===== src/rtl/filter_pkg.sv =====
// Shared widths, FSM encoding and output scaling for the time-multiplexed FIR MAC engine.
package filter_pkg;

  localparam int unsigned DATA_W    = 16;
  localparam int unsigned N_TAPS    = 8;
  localparam int unsigned FRAC_BITS = 15;
  localparam int unsigned IDX_W     = $clog2(N_TAPS);
  localparam int unsigned PROD_W    = 2 * DATA_W;
  localparam int unsigned ACC_W     = PROD_W + IDX_W;

  typedef enum logic [1:0] {
    IDLE = 2'd0,
    MAC  = 2'd1,
    OUT  = 2'd2
  } state_e;

  // Arithmetic shift down to Q1.15 (floor), then clamp to the signed DATA_W range.
  function automatic logic signed [DATA_W-1:0] sat_shift(input logic signed [ACC_W-1:0] acc);
    logic signed [ACC_W-1:0]  sh;
    logic signed [DATA_W-1:0] res;
    sh = acc >>> FRAC_BITS;
    if (sh[ACC_W-1:DATA_W-1] == {(ACC_W-DATA_W+1){sh[ACC_W-1]}}) begin
      res = sh[DATA_W-1:0];
    end else if (sh[ACC_W-1]) begin
      res = {1'b1, {(DATA_W-1){1'b0}}};
    end else begin
      res = {1'b0, {(DATA_W-1){1'b1}}};
    end
    return res;
  endfunction

endpackage


===== src/rtl/mac_unit.sv =====
// Registered signed multiply-accumulate; clear has priority over accumulate.
module mac_unit
  import filter_pkg::*;
#(
  parameter int unsigned IN_W  = DATA_W,
  parameter int unsigned OUT_W = ACC_W
) (
  input  logic                    clock,
  input  logic                    reset,
  input  logic                    clr_i,
  input  logic                    en_i,
  input  logic signed [IN_W-1:0]  a_i,
  input  logic signed [IN_W-1:0]  b_i,
  output logic signed [OUT_W-1:0] acc_o
);

  logic signed [2*IN_W-1:0] prod_c;
  logic signed [OUT_W-1:0]  acc_d;
  logic signed [OUT_W-1:0]  acc_q;

  assign prod_c = a_i * b_i;

  always_comb begin
    acc_d = acc_q;
    if (clr_i) begin
      acc_d = '0;
    end else if (en_i) begin
      acc_d = acc_q + OUT_W'(prod_c);
    end
  end

  always_ff @(posedge clock or posedge reset) begin
    if (reset) begin
      acc_q <= '0;
    end else begin
      acc_q <= acc_d;
    end
  end

  assign acc_o = acc_q;

endmodule


===== src/rtl/fir_mac_engine.sv =====
// N-tap FIR stage: one accepted sample per pass, one signed MAC per cycle against a
// writable coefficient file, saturated Q1.15 result with a single-cycle valid pulse.
module fir_mac_engine
  import filter_pkg::*;
(
  input  logic                     clock,
  input  logic                     reset,
  input  logic                     enable,
  input  logic signed [DATA_W-1:0] sample_in,
  input  logic                     sample_valid,
  input  logic                     coef_we,
  input  logic [IDX_W-1:0]         coef_addr,
  input  logic signed [DATA_W-1:0] coef_data,
  output logic signed [DATA_W-1:0] y_out,
  output logic                     y_valid,
  output logic                     busy,
  output logic                     overrun
);

  state_e                   state_q, state_d;
  logic [IDX_W-1:0]         idx_q, idx_d;
  logic signed [DATA_W-1:0] y_q, y_d;
  logic                     y_valid_q, y_valid_d;
  logic                     busy_q, busy_d;
  logic                     overrun_q, overrun_d;
  logic                     shift_c;
  logic                     acc_clr_c;
  logic                     acc_en_c;
  logic signed [ACC_W-1:0]  acc_c;

  logic signed [DATA_W-1:0] x_q [N_TAPS];
  logic signed [DATA_W-1:0] c_q [N_TAPS];

  // Sequencing: accept in IDLE, walk every tap in MAC, publish in OUT.
  always_comb begin
    state_d   = state_q;
    idx_d     = idx_q;
    y_d       = y_q;
    y_valid_d = 1'b0;
    overrun_d = overrun_q;
    shift_c   = 1'b0;
    acc_clr_c = 1'b0;
    acc_en_c  = 1'b0;

    unique case (state_q)
      IDLE: begin
        if (sample_valid && enable) begin
          shift_c   = 1'b1;
          acc_clr_c = 1'b1;
          idx_d     = '0;
          state_d   = MAC;
        end
      end
      MAC: begin
        acc_en_c = 1'b1;
        idx_d    = idx_q + IDX_W'(1);
        if (idx_q == IDX_W'(N_TAPS - 1)) begin
          state_d = OUT;
        end
      end
      OUT: begin
        y_d       = sat_shift(acc_c);
        y_valid_d = 1'b1;
        state_d   = IDLE;
      end
      default: begin
        state_d = IDLE;
      end
    endcase

    if (sample_valid && (state_q != IDLE)) begin
      overrun_d = 1'b1;
    end

    busy_d = (state_d != IDLE);
  end

  always_ff @(posedge clock or posedge reset) begin
    if (reset) begin
      state_q   <= IDLE;
      idx_q     <= '0;
      y_q       <= '0;
      y_valid_q <= 1'b0;
      busy_q    <= 1'b0;
      overrun_q <= 1'b0;
    end else begin
      state_q   <= state_d;
      idx_q     <= idx_d;
      y_q       <= y_d;
      y_valid_q <= y_valid_d;
      busy_q    <= busy_d;
      overrun_q <= overrun_d;
    end
  end

  // Tap delay line moves only on an accepted sample.
  always_ff @(posedge clock or posedge reset) begin
    if (reset) begin
      for (int k = 0; k < int'(N_TAPS); k++) begin
        x_q[k] <= '0;
      end
    end else if (shift_c) begin
      x_q[0] <= sample_in;
      for (int k = 1; k < int'(N_TAPS); k++) begin
        x_q[k] <= x_q[k-1];
      end
    end
  end

  // Coefficient file is writable in every state; a same-edge MAC read sees the old value.
  always_ff @(posedge clock or posedge reset) begin
    if (reset) begin
      for (int k = 0; k < int'(N_TAPS); k++) begin
        c_q[k] <= '0;
      end
    end else if (coef_we) begin
      c_q[coef_addr] <= coef_data;
    end
  end

  mac_unit #(
    .IN_W  (DATA_W),
    .OUT_W (ACC_W)
  ) u_mac (
    .clock (clock),
    .reset (reset),
    .clr_i (acc_clr_c),
    .en_i  (acc_en_c),
    .a_i   (x_q[idx_q]),
    .b_i   (c_q[idx_q]),
    .acc_o (acc_c)
  );

  assign y_out   = y_q;
  assign y_valid = y_valid_q;
  assign busy    = busy_q;
  assign overrun = overrun_q;

endmodule


===== config.mk =====
export PLATFORM = sky130hd
export DESIGN_NAME = fir_mac_engine
export DESIGN_NICKNAME = d
export VERILOG_FILES = /design/src/rtl/filter_pkg.sv /design/src/rtl/mac_unit.sv /design/src/rtl/fir_mac_engine.sv
export SDC_FILE = /design/constraint.sdc
export NUM_CORES = 2
export LEC_CHECK = 0
export ABC_CLOCK_PERIOD_IN_PS = 12460
export CELL_PAD_IN_SITES_DETAIL_PLACEMENT = 1
export CELL_PAD_IN_SITES_GLOBAL_PLACEMENT = 1
export CORE_MARGIN = 10
export CORE_UTILIZATION = 30
export CTS_CLUSTER_SIZE = 14
export DETAILED_ROUTE_END_ITERATION = 16
export PLACE_DENSITY = 0.5
export SLEW_MARGIN = 10
export SYNTH_ARGS = -nofsm -noshare
export SYNTH_HDL_FRONTEND = slang
export SYNTH_HIERARCHICAL = 1
export SYNTH_SLANG_ARGS = --single-unit

===== constraint.sdc =====
create_clock -name clock -period 12.46 [get_ports clock]
set_input_delay 2.492 -clock clock [delete_from_list [all_inputs] [get_ports clock]]
set_output_delay 2.492 -clock clock [all_outputs]
set_load 0.02 [all_outputs]

# Word-level counts from Yosys, hierarchy flattened

Index checks and enable logic that the tools add are counted.

Register bits after elaboration: 315
Latch bits: 0
Bits in writable memories: 0
Bits in read-only memories: 0
Input bits: 40
Output and inout bits: 19
Word-level logic and storage cells: 67
Memories: 0

$add $sub $neg: 2
Multipliers: 1
Div/mod/pow operators: 0
Order comparisons: 3
Equality and inequality tests: 5
Shift-type cells: 0
Mux-type cells: 22
Bitwise gates (word level): 2
Reductions and logical operators: 9

Operators with widths:

| kind                                                        | count |
|---|---|
| bitwise mux 128 bit                                         | 1 |
| two-way mux 16 bit                                          | 7 |
| binary-select mux 16 bit (select 3 bit)                     | 2 |
| two-way mux 35 bit                                          | 2 |
| demux 16 bit (select 3 bit)                                 | 1 |
| adder 35 x 32 -> 35 bit                                     | 1 |
| multiplier 16 x 16 -> 32 bit                                | 1 |
| >= comparator 4 bit (second input constant)                 | 2 |
| inverter 3 -> 4 bit                                         | 2 |
| nonzero test 2 bit                                          | 4 |
| one-hot mux 3 bit (2 select lines)                          | 1 |
| equality test 4 bit                                         | 1 |
| less-than comparator 4 x 1 -> 1 bit (second input constant) | 1 |
| two-way mux 1 bit                                           | 4 |
| two-way mux 2 bit                                           | 2 |
| one-hot mux 2 bit (2 select lines)                          | 1 |
| adder 3 x 1 -> 3 bit (second input constant)                | 1 |
| equality test 3 bit (second input constant)                 | 1 |
| logical AND 1 bit                                           | 3 |
| two-way mux 3 bit                                           | 1 |
| equality test 2 x 1 -> 1 bit (second input constant)        | 1 |
| equality test 2 bit (second input constant)                 | 1 |
| zero test 2 bit                                             | 1 |
| inequality test 2 bit (second input constant)               | 1 |
| AND reduction 2 bit                                         | 1 |

# Logic depth before layout (Yosys ltp)

Depth in word-level cells: 8
Gate-level depth with buffers: 27
Gate-level depth less buffers: 24

# By module

Netlist, hierarchy kept.

Modules (own cells, without submodules):

| module         | times used | cells each | area an instance (sq um) | seq. area each (sq um) |
|---|---|---|---|---|
| mac_unit       | 1          | 1375       | 12948.7                  | 875.8 |
| fir_mac_engine | 1          | 748        | 12590.8                  | 7006.7 |

# Least setup slack after synthesis

OpenSTA, ideal clock, no wires.

Kind: reg2reg
Start: register idx_q[0]
End: register u_mac.acc_q[34] (netlist: u_mac/acc_o[34])
Setup time: 0.120 ns
Data arrival time: 7.170 ns
Data required time: 12.340 ns
Setup slack: 5.171 ns
Cell stages (with the launch flop): 26
Path buffers: 4
Period minus slack after synthesis: 7.289 ns
Cell sequence: dfrtp_1 buf_6 buf_6 mux4_2 mux2_2 clkbuf_1 nand2_1 inv_1 fa_1 fa_1 fa_1 fa_1 fa_1 inv_1 fa_1 inv_1 ha_1 clkbuf_1 a21oi_1 o21bai_1 a21o_1 a22o_1 o41ai_1 and3_1 or4_1 and3_1

Word-level cells in the longest chain between the ends: 8
Elaborated cells on any way between the ends: 11
Those cells by class: add/sub: 1; mul: 1; mux: 8; bitwise: 1

Ends and longest elaborated chain:

| what                                                       | RTL line                                     | text |
|---|---|---|
| from (decl)                                                | fir_mac_engine.sv:21                         | `logic [IDX_W-1:0] idx_q, idx_d;` |
| from (signal assigned)                                     | fir_mac_engine.sv:88                         | `idx_q <= idx_d;` |
| inverter 3 -> 4 bit (implied by the code) *                | fir_mac_engine.sv:129, fir_mac_engine.sv:130 |  |
| binary-select mux 16 bit (select 3 bit) (on tied branches) | fir_mac_engine.sv:129, fir_mac_engine.sv:130 |  |
| two-way mux 16 bit (on tied branches) (2 in a row)         | fir_mac_engine.sv:129, fir_mac_engine.sv:130 |  |
| multiplier 16 x 16 -> 32 bit *                             | mac_unit.sv:21                               | `assign prod_c = a_i * b_i;` |
| adder 35 x 32 -> 35 bit *                                  | mac_unit.sv:28                               | `acc_d = acc_q + OUT_W'(prod_c);` |
| two-way mux 35 bit *                                       | mac_unit.sv:27                               | `end else if (en_i) begin` |
| two-way mux 35 bit *                                       | mac_unit.sv:25                               | `if (clr_i) begin` |
| to (signal assigned)                                       | mac_unit.sv:34                               | `acc_q <= '0;` |
| to (signal assigned)                                       | mac_unit.sv:36                               | `acc_q <= acc_d;` |
| to (decl)                                                  | mac_unit.sv:19                               | `logic signed [OUT_W-1:0] acc_q;` |

Mark *: on every way between the ends. The rest lies on a longest branch, timed or not. The select of a mux whose other input is x is not followed.
A chain may end at the register's enable or synchronous reset.

# Worst setup path after layout

Ends and elaborated chain as after synthesis.

==> impl_metrics.ini <==
[cts]
ctsResizeCount = 0
post_cts_buffers = 0
clk_latency_ns = 0.60
cts_tree = built
hold_buffers = 0
htree_levels = 2
clk_pin_slew_ns = 0.06
cts-root-buf = clkbuf_16
numClockSinks = 315
cts_buffers = 41
clockBufferDepth = 3

[place]
place_congestion = 0.752
dp_cells = 3230
post-dp-hpwl_um = 47700
portBuffers = 58
dp_slack_ns = 3.66

[floorplanning]
initial_core_util = 0.304
dieArea_mm2 = 0.0972
core-area_mm2 = 0.0841
pin_count = 59
die_y_um = 312
die_w_um = 312
std_cell_rows = 106

[detailed_routing]
drt-initial-drc-count = 546
via_count = 15612
route.detailed.drc = 0
viasPerCell = 4.73
drt-total-wl_um = 65400
first_pass_iters = 6
wl_per_cell_um = 19.8
ant_nets = 0

[final_layout]
layoutNonFillerInstCount = 3304
drive_gt1_frac = 0.217
nets = 2595
area_growth_pct = 11.9

[outcome]
outcome = finished, final reports clean

[sta]
finalSetupViolations = 0
layout_setup_ws_ns = 3.70
fmax_mhz = 114
timing.final.crit_share = 0.703
min_period_ns = 8.76
maxSlewHeadroom = 0.240
rsz0062_at_grt = false
finalSetupTns_ns = 0
tightest_slew_ns = 1.13
fin_worst_skew_ns = 0.0515
timing.hold.ws_ns = 0.463
slew_violations = 0
hold_viol = 0

[critical_path]
crit_top_cell = fa_1
end_kind = flip-flop
crit_required_ns = 12.94
slowest_delay_ns = 0.89
cp_max_fo = 38
worstSetupStartpointType = flip-flop
path_buf_inv = 4
path_class = reg2reg
cp_cell_sequence = buf_4 > mux4_2 > mux2_2 > nand2_1 > inv_1 > fa_1 > fa_1 > fa_1 > fa_1 > fa_1 > inv_1 > fa_1 > inv_1 > ha_1 > a21oi_1 > o21bai_1 > a21o_1 > a22o_1 > o41ai_1 > and3_1 > o211ai_1 > and3_1
crit_family = adder cells
crit_arrival_ns = 9.23
crit_path_top_delay_cell = fa_1

[synthesis]
synthesis.nets = 2579
ys.flop_type = dfrtp_1
yosysMostFrequentCell = inv_1
syn-cell-area_mm2 = 0.0255
postSynthCellCount = 2123
synth_area_leader_cell = dfrtp_1
postSynthAreaPerCell_um2 = 12.0
synthTopCellsByCount = inv_1 (368), dfrtp_1 (315), fa_1 (310), mux2_2 (288), nand2_1 (140)
synthArstFlopShare = 1.00
seq_area_frac_synth = 0.309
synth_top_area_frac = 0.309
synth_edf_count = 0
synth-seq-cells = 315
synthTopCellsByArea = dfrtp_1 (31%), fa_1 (24%), mux2_2 (13%)
ys_types = 73
yosys_warnings = 6

[global_routing]
met1_usage = 0.172
grt_pass1_wl_um = 107000
grt_max_degree = 190
overflow = 0
grt.busiest_layer = met2
antenna_found_initial = 1
grt_use_met2 = 0.249
grt_util_met3 = 0.0191
grt_util_all_layers = 0.139
grt_pass1_vias = 18671

[run]
maxCapViolations = 0

[min_path]
hold_path.class = reg2reg
-- worst paths after layout --
path | depth (start not counted) | slack (ns) | from | to
worst max-delay path | 22 | 3.70 | idx_q[0] | u_mac/acc_o[34]
worst min-delay path | 1 | 0.46 | overrun | overrun
worst max register to register | 22 | 3.70 | idx_q[0] | u_mac/acc_o[34]
worst min register to register | 1 | 0.46 | overrun | overrun
max in group asynchronous | 3 | 8.45 | reset | idx_q[2]
min in group asynchronous | 2 | 2.44 | reset | y_out[14]
-- cells by family (layout without fill, tap and decap cells) --
kind of cell               Yosys count  in the layout  share of synthesized area
other                                0              2                          0
muxes                              371            371                      0.191
xor gates and xnor gates            28             28                    0.00960
DFF                                315            315                      0.309
and+or+nand+nor                    387            387                     0.0800
buffers and inverters              463            508                     0.0729
AOI/OAI and AO/OA                  143            143                     0.0427
adders and majority gates          416            416                      0.295
-- cell type report --
type | instances | area (um2)
Clock buffer | 50 | 1100
Sequential cell | 315 | 7890
Fill cell | 9077 | 55500
Tap cell | 1134 | 1420
Antenna cell | 2 | 5.00
Inverter | 368 | 1390
Multi-Input combinational cell | 1345 | 15800
Clock inverter | 22 | 285
Timing Repair Buffer | 68 | 681
-- state kept, by name, indices dropped and copies added (netlist names) --
register     cells
busy             1
c_q            128
idx_q            3
overrun          1
state_q          2
u_mac/acc_o     35
x_q            128
y_out           16
y_valid          1
-- metal layers --
layer  wire (um)  vias to the layer above
met5          13                        -
li1            -                     6951
met2       33900                      148
met3        2020                       77
met1       27900                     8434
met4        1580                        2
-- through the flow --
stage	util	area [um2]
2_1_floorplan	-	25500
3_3_place_gp	0.323	27200
3_5_place_dp	0.323	27200
4_1_cts	0.340	28600
5_1_grt	0.340	28600
6_report	0.340	28600
-- cells in the final DEF, fill, tap and decap left out, types with 5 or more instances in the layout --
cell and instances:
mux2i_1 19, a211oi_1 6, a21oi_1 26, a21o_1 23, nor2_1 57, o21a_1 8
ha_1 106, clkbuf_1 5, clkdlybuf4s50_1 58, nand3b_1 5, xor2_1 5, clkbuf_16 41
mux4_2 62, nand2_1 140, xnor2_1 23, nand3_1 7, o21ai_1 8, inv_1 366
buf_4 8, mux2_2 288, dfrtp_1 312, nand2b_1 9, and2_1 125, o21ai_0 14
nand4_1 5, nor3_1 6, o211ai_1 8, o21bai_1 7, clkinv_2 11, o221a_2 15
fa_1 310
Power is not shown: default switching activity piles up to over one toggle a cycle in this logic, so the estimate is an artifact.
==> RTL edit 1: new RTL, same settings <==
The package constant `DATA_W` goes from 16 to 14.
--- a/src/rtl/filter_pkg.sv
+++ b/src/rtl/filter_pkg.sv
@@ -2,5 +2,5 @@
 package filter_pkg;
 
-  localparam int unsigned DATA_W    = 16;
+  localparam int unsigned DATA_W    = 14;
   localparam int unsigned N_TAPS    = 8;
   localparam int unsigned FRAC_BITS = 15;
Interface: changed (resized coef_data, sample_in and y_out); port bits go from 59 to 53. No check against the original RTL was run, so the function may have changed too.
==> RTL edit 1 against the unedited design <==
  * Wire length down 17%
  * Final area fell by 14%
  * Sequential cell count decreased by 38
  * Setup slack better by 170 ps
  * Global-route usage decreased by 0.74 points
  * Clock skew shrank 35 ps
  * Synthesized area down 14%
  * Critical path type unchanged
  * Largest cell class unchanged
  * Highest routed layer is now met4
Power is left out: the tool's default activity adds up to more than one toggle a clock period on the data nets, which glitch-free logic cannot reach.
==> RTL edit 1: results (changes against the unedited design) <==
.. list-table::
   :header-rows: 1

   * - Metric
     - Value
   * - Tightest slew margin relative to the limit
     - 29.7% (was 24.0%)
   * - GRT Resource Usage Total
     - 13.1% (was 13.9%)
   * - Post-synth net total
     - 2264 (was 2579)
   * - Clock network latency to the later pin of the worst-skew pair
     - 560 ps (was 600 ps)
   * - CTS resizes
     - 0 (unchanged)
   * - Cell variety after synth
     - 60 (was 73)
   * - Post-CTS clock slew at the launch and capture registers of the worst setup and hold paths
     - 60 ps (about the same)
   * - Gpl congestion
     - 0.751 (was 0.752)
   * - Post-DP Area
     - 23500 µm² (was 27200 µm²)
   * - Gate count of the mapped netlist
     - 1886 (was 2123)
   * - Placed instance count
     - 2823 (was 3230)
   * - Worst Hold Class
     - flop to flop (unchanged)
   * - Count of buffers added by post-CTS timing repair for setup
     - 0 (unchanged)
   * - Input/output buffers
     - 52 (was 58)
   * - Vias per inst
     - 4.64 (was 4.73)
   * - Sequential-to-total area share from yosys stat
     - 31.5% (was 30.9%)
   * - Largest driver fanout on the critical path
     - 16 (was 38)
   * - DR pass1 iterations
     - 4 (was 6)
   * - Top area cells in the synthesized netlist
     - sky130_fd_sc_hd__dfrtp_1 31%, sky130_fd_sc_hd__fa_1 23%, sky130_fd_sc_hd__mux2_2 13% (was sky130_fd_sc_hd__dfrtp_1 31%, sky130_fd_sc_hd__fa_1 24%, sky130_fd_sc_hd__mux2_2 13%)
   * - Antenna violations before repair
     - 1 (unchanged)
   * - DP Worst Slack
     - 3810 ps (was 3660 ps)
   * - Root Buffer
     - sky130_fd_sc_hd__clkbuf_16 (unchanged)
   * - Synth top cells by count
     - 342 x sky130_fd_sc_hd__inv_1, 277 x sky130_fd_sc_hd__dfrtp_1, 253 x sky130_fd_sc_hd__mux2_2 (was 368 x sky130_fd_sc_hd__inv_1, 315 x sky130_fd_sc_hd__dfrtp_1, 310 x sky130_fd_sc_hd__fa_1)
   * - DRC violation total after the first TritonRoute iteration
     - 508 (was 546)
   * - Final HPWL from detailed placement
     - 40700 µm (was 47700 µm)
   * - Global-route wire length before repair
     - 89300 µm (was 107000 µm)
   * - ANT cells
     - 0 (was 2)
   * - Pin count of the biggest net entering global routing
     - 121 (was 190)
   * - Synth warn
     - 6 (unchanged)
   * - Outcome
     - completed (unchanged)
   * - Proportion of layout cells with a drive suffix above 1
     - 20.5% (was 21.7%)
   * - Clock buffers created by TritonCTS
     - 36 (was 41)
   * - Count of vias placed by the detailed router
     - 13374 (was 15612)
   * - Maximum number of buffers from clock root to sink
     - 3 (unchanged)
   * - Total wirelength of the detailed-routed design
     - 54600 µm (was 65400 µm)
   * - Final Skew
     - 16.4 ps (was 51.5 ps)
   * - Vias in the first global route
     - 15426 (was 18671)
   * - CP arrival
     - 8990 ps (was 9230 ps)
[RTL edit 1: changes by cell type after synthesis, sizes merged, moves of 13 or more]
cell	change
o221a	-15
a21o	-14
and2	-26
inv	-26
mux2	-35
a21oi	+13
ha	-15
fa	-59
dfrtp	-38
[RTL edit 1: metal layers]
layer	track usage, %	up-vias	wire, µm
met3	1.75	54	1360
met4	3.17	0	1030
li1	-	6121	-
met2	21.7	129	25700
met1	17.9	7070	26500
met5	0	-	0
[RTL edit 1: worst max-delay path, stage by stage (launching register included)]
cell	delay, ps
sky130_fd_sc_hd__dfrtp_1	900
sky130_fd_sc_hd__buf_4	420
sky130_fd_sc_hd__mux2_2	520
sky130_fd_sc_hd__nand2_1	730
sky130_fd_sc_hd__inv_1	350
sky130_fd_sc_hd__fa_1	600
sky130_fd_sc_hd__inv_1	60
sky130_fd_sc_hd__fa_1	530
sky130_fd_sc_hd__inv_1	60
sky130_fd_sc_hd__fa_1	480
sky130_fd_sc_hd__fa_1	540
sky130_fd_sc_hd__fa_1	500
sky130_fd_sc_hd__inv_1	50
sky130_fd_sc_hd__fa_1	470
sky130_fd_sc_hd__inv_1	40
sky130_fd_sc_hd__ha_1	320
sky130_fd_sc_hd__and3_1	260
sky130_fd_sc_hd__nand3_1	170
sky130_fd_sc_hd__a211oi_1	480
sky130_fd_sc_hd__a211oi_1	250
sky130_fd_sc_hd__a211oi_1	320
sky130_fd_sc_hd__mux2i_1	220
sky130_fd_sc_hd__o311ai_0	140
[RTL edit 1: kinds of logic (layout without fill, tap and decap cells)]
kind of cell,after synthesis,in the layout,share of synthesized area (%)
simple gates,335,335,7.64
flops,277,277,31.5
compound gates,147,147,4.65
xor+xnor,30,30,1.19
mux,324,324,19.4
fa+ha+maj,342,342,28.0
buf+inv,431,470,7.65
[RTL edit 1: area by class of cell]
class | count | area, µm²
Fill cell | 7924 | 48200
Sequential cell | 277 | 6940
Inverter | 342 | 1290
Clock inverter | 10 | 143
Timing Repair Buffer | 67 | 633
Tap cell | 959 | 1200
Multi-Input combinational cell | 1178 | 13400
Clock buffer | 51 | 1050
[RTL edit 1: worst paths after layout]
| path | cells past startpoint | from | to | slack, ps |
|---|---|---|---|---|
| worst max-delay path | 22 | idx_q[1] | u_mac/acc_o[27] | 3880 |
| worst min-delay path | 1 | overrun | overrun | 470 |
| worst max register to register | 22 | idx_q[1] | u_mac/acc_o[27] | 3880 |
| worst min register to register | 1 | overrun | overrun | 470 |
| max in group asynchronous | 4 | reset | c_q[94] | 7630 |
| min in group asynchronous | 3 | reset | u_mac/acc_o[5] | 2500 |
==> RTL edit 2: new RTL, same settings <==
Made on the original files. Put one more register stage on the output `y_out`, without a reset. The value now appears one clock later. The other outputs are not delayed to match.
--- a/src/rtl/fir_mac_engine.sv
+++ b/src/rtl/fir_mac_engine.sv
@@ -132,5 +132,7 @@
   );
 
-  assign y_out   = y_q;
+  always_ff @(posedge clock) begin
+    y_out <= y_q;
+  end
   assign y_valid = y_valid_q;
   assign busy    = busy_q;
Formal check against the unedited RTL: no difference found for any inputs over 10 cycles, from zero or initial values and one cycle with reset high; that may be too few to reach the edited logic, so the function may still have changed.
==> RTL edit 2 against the unedited design <==
  * Synthesized area up 0.88%
  * Sequential cell count up 16
  * Final area up 0.83%
  * Wire length down 3.4%
  * Setup slack better by 410 ps
Power is not shown: default switching activity piles up to over one toggle a cycle in this logic, so the estimate is an artifact.
==> RTL edit 2: results (changes against the unedited design) <==
.. list-table::
   :header-rows: 1

   * - Metric
     - Value
   * - Outcome
     - completed (unchanged)
   * - DR pass1 iterations
     - 4 (was 6)
   * - DRC violation total after the first TritonRoute iteration
     - 591 (was 546)
   * - DP Worst Slack
     - 4020 ps (was 3660 ps)
   * - Gpl congestion
     - 0.775 (was 0.752)
   * - Global-route wire length before repair
     - 104000 µm (was 107000 µm)
   * - Clock buffers created by TritonCTS
     - 43 (was 41)
   * - Final Skew
     - 16.0 ps (was 51.5 ps)
   * - Final hold slack
     - 371 ps (was 463 ps)
   * - Top area cells in the synthesized netlist
     - sky130_fd_sc_hd__dfrtp_1 31%, sky130_fd_sc_hd__fa_1 24%, sky130_fd_sc_hd__mux2_2 13% (unchanged)
   * - Proportion of layout cells with a drive suffix above 1
     - 22.1% (was 21.7%)
   * - Count of vias placed by the detailed router
     - 15069 (was 15612)
   * - Sequential-to-total area share from yosys stat
     - 31.8% (was 30.9%)
   * - GRT Resource Usage Total
     - 13.2% (was 13.9%)
   * - Tightest slew margin relative to the limit
     - 21.8% (was 24.0%)
   * - Clock network latency to the later pin of the worst-skew pair
     - 580 ps (was 600 ps)
   * - Worst setup slack for register-to-register paths
     - 4110 ps (was 3700 ps)
   * - Post-DP Area
     - 27400 µm² (was 27200 µm²)
   * - Largest driver fanout on the critical path
     - 42 (was 38)
   * - Max Fclk
     - 120 MHz (was 114 MHz)
   * - ANT cells
     - 0 (was 2)
   * - Share of async-settable or async-resettable flops after synthesis
     - 95.2% (was 100%)
   * - Critical Path Slowest Stage Cell
     - sky130_fd_sc_hd__dfrtp_4 (was sky130_fd_sc_hd__fa_1)
   * - Crit path largest cell delay
     - 760 ps (was 890 ps)
   * - Pin count of the biggest net entering global routing
     - 173 (was 190)
   * - Total wirelength of the detailed-routed design
     - 63200 µm (was 65400 µm)
   * - Antenna violations before repair
     - 2 (was 1)
   * - CP arrival
     - 8790 ps (was 9230 ps)
   * - Final HPWL from detailed placement
     - 46600 µm (was 47700 µm)
==> RTL edit 2: worst paths after layout <==
path,start,to,depth (start not counted)
setup / recovery,idx_q[0],u_mac/acc_o[27],24
hold / removal,y_q[15],y_out[15],0
setup reg to reg,idx_q[0],u_mac/acc_o[27],24
hold reg to reg,y_q[15],y_out[15],0
max in group asynchronous,reset,idx_q[2],3
min in group asynchronous,reset,y_q[0],2
==> RTL edit 2: metal layers <==
| metal | track usage [%] | wire length [µm] | vias to the layer above | share of wire (%) |
|---|---|---|---|---|
| met3 | 1.84 | 1750 | 78 | 2.8 |
| met1 | 18.4 | 30800 | 7969 | 49 |
| met4 | 2.71 | 1090 | 0 | 1.7 |
| met2 | 21.7 | 29600 | 147 | 47 |
| met5 | 0 | 0 | - | 0 |
| li1 | - | - | 6875 | - |
==> RTL edit 2: cell type report <==
type	instances	area (µm²)
Sequential cell	331	8210
Timing Repair Buffer	69	688
Tap cell	1144	1430
Inverter	359	1360
Multi-Input combinational cell	1325	15700
Clock inverter	14	174
Fill cell	9202	56300
Clock buffer	62	1240
==> RTL edit 2: logic make-up (layout without fill, tap and decap cells) <==
logic type	count (synthesis)	in the layout	share of synthesized area [%]
mux	379	379	19.2
compound gates	124	124	3.69
fa+ha+maj	416	416	29.2
flops	331	331	31.8
buf+inv	453	504	7.20
simple gates	369	369	7.55
xor+xnor	37	37	1.26
==> RTL edit 2: through the flow <==
stage                     util, %  instances
after floorplan                 -       2109
after global placement       32.2       3228
after detailed placement     32.2       3228
after CTS                    33.8       3304
after global routing         33.8       3304
final                        33.8       3304
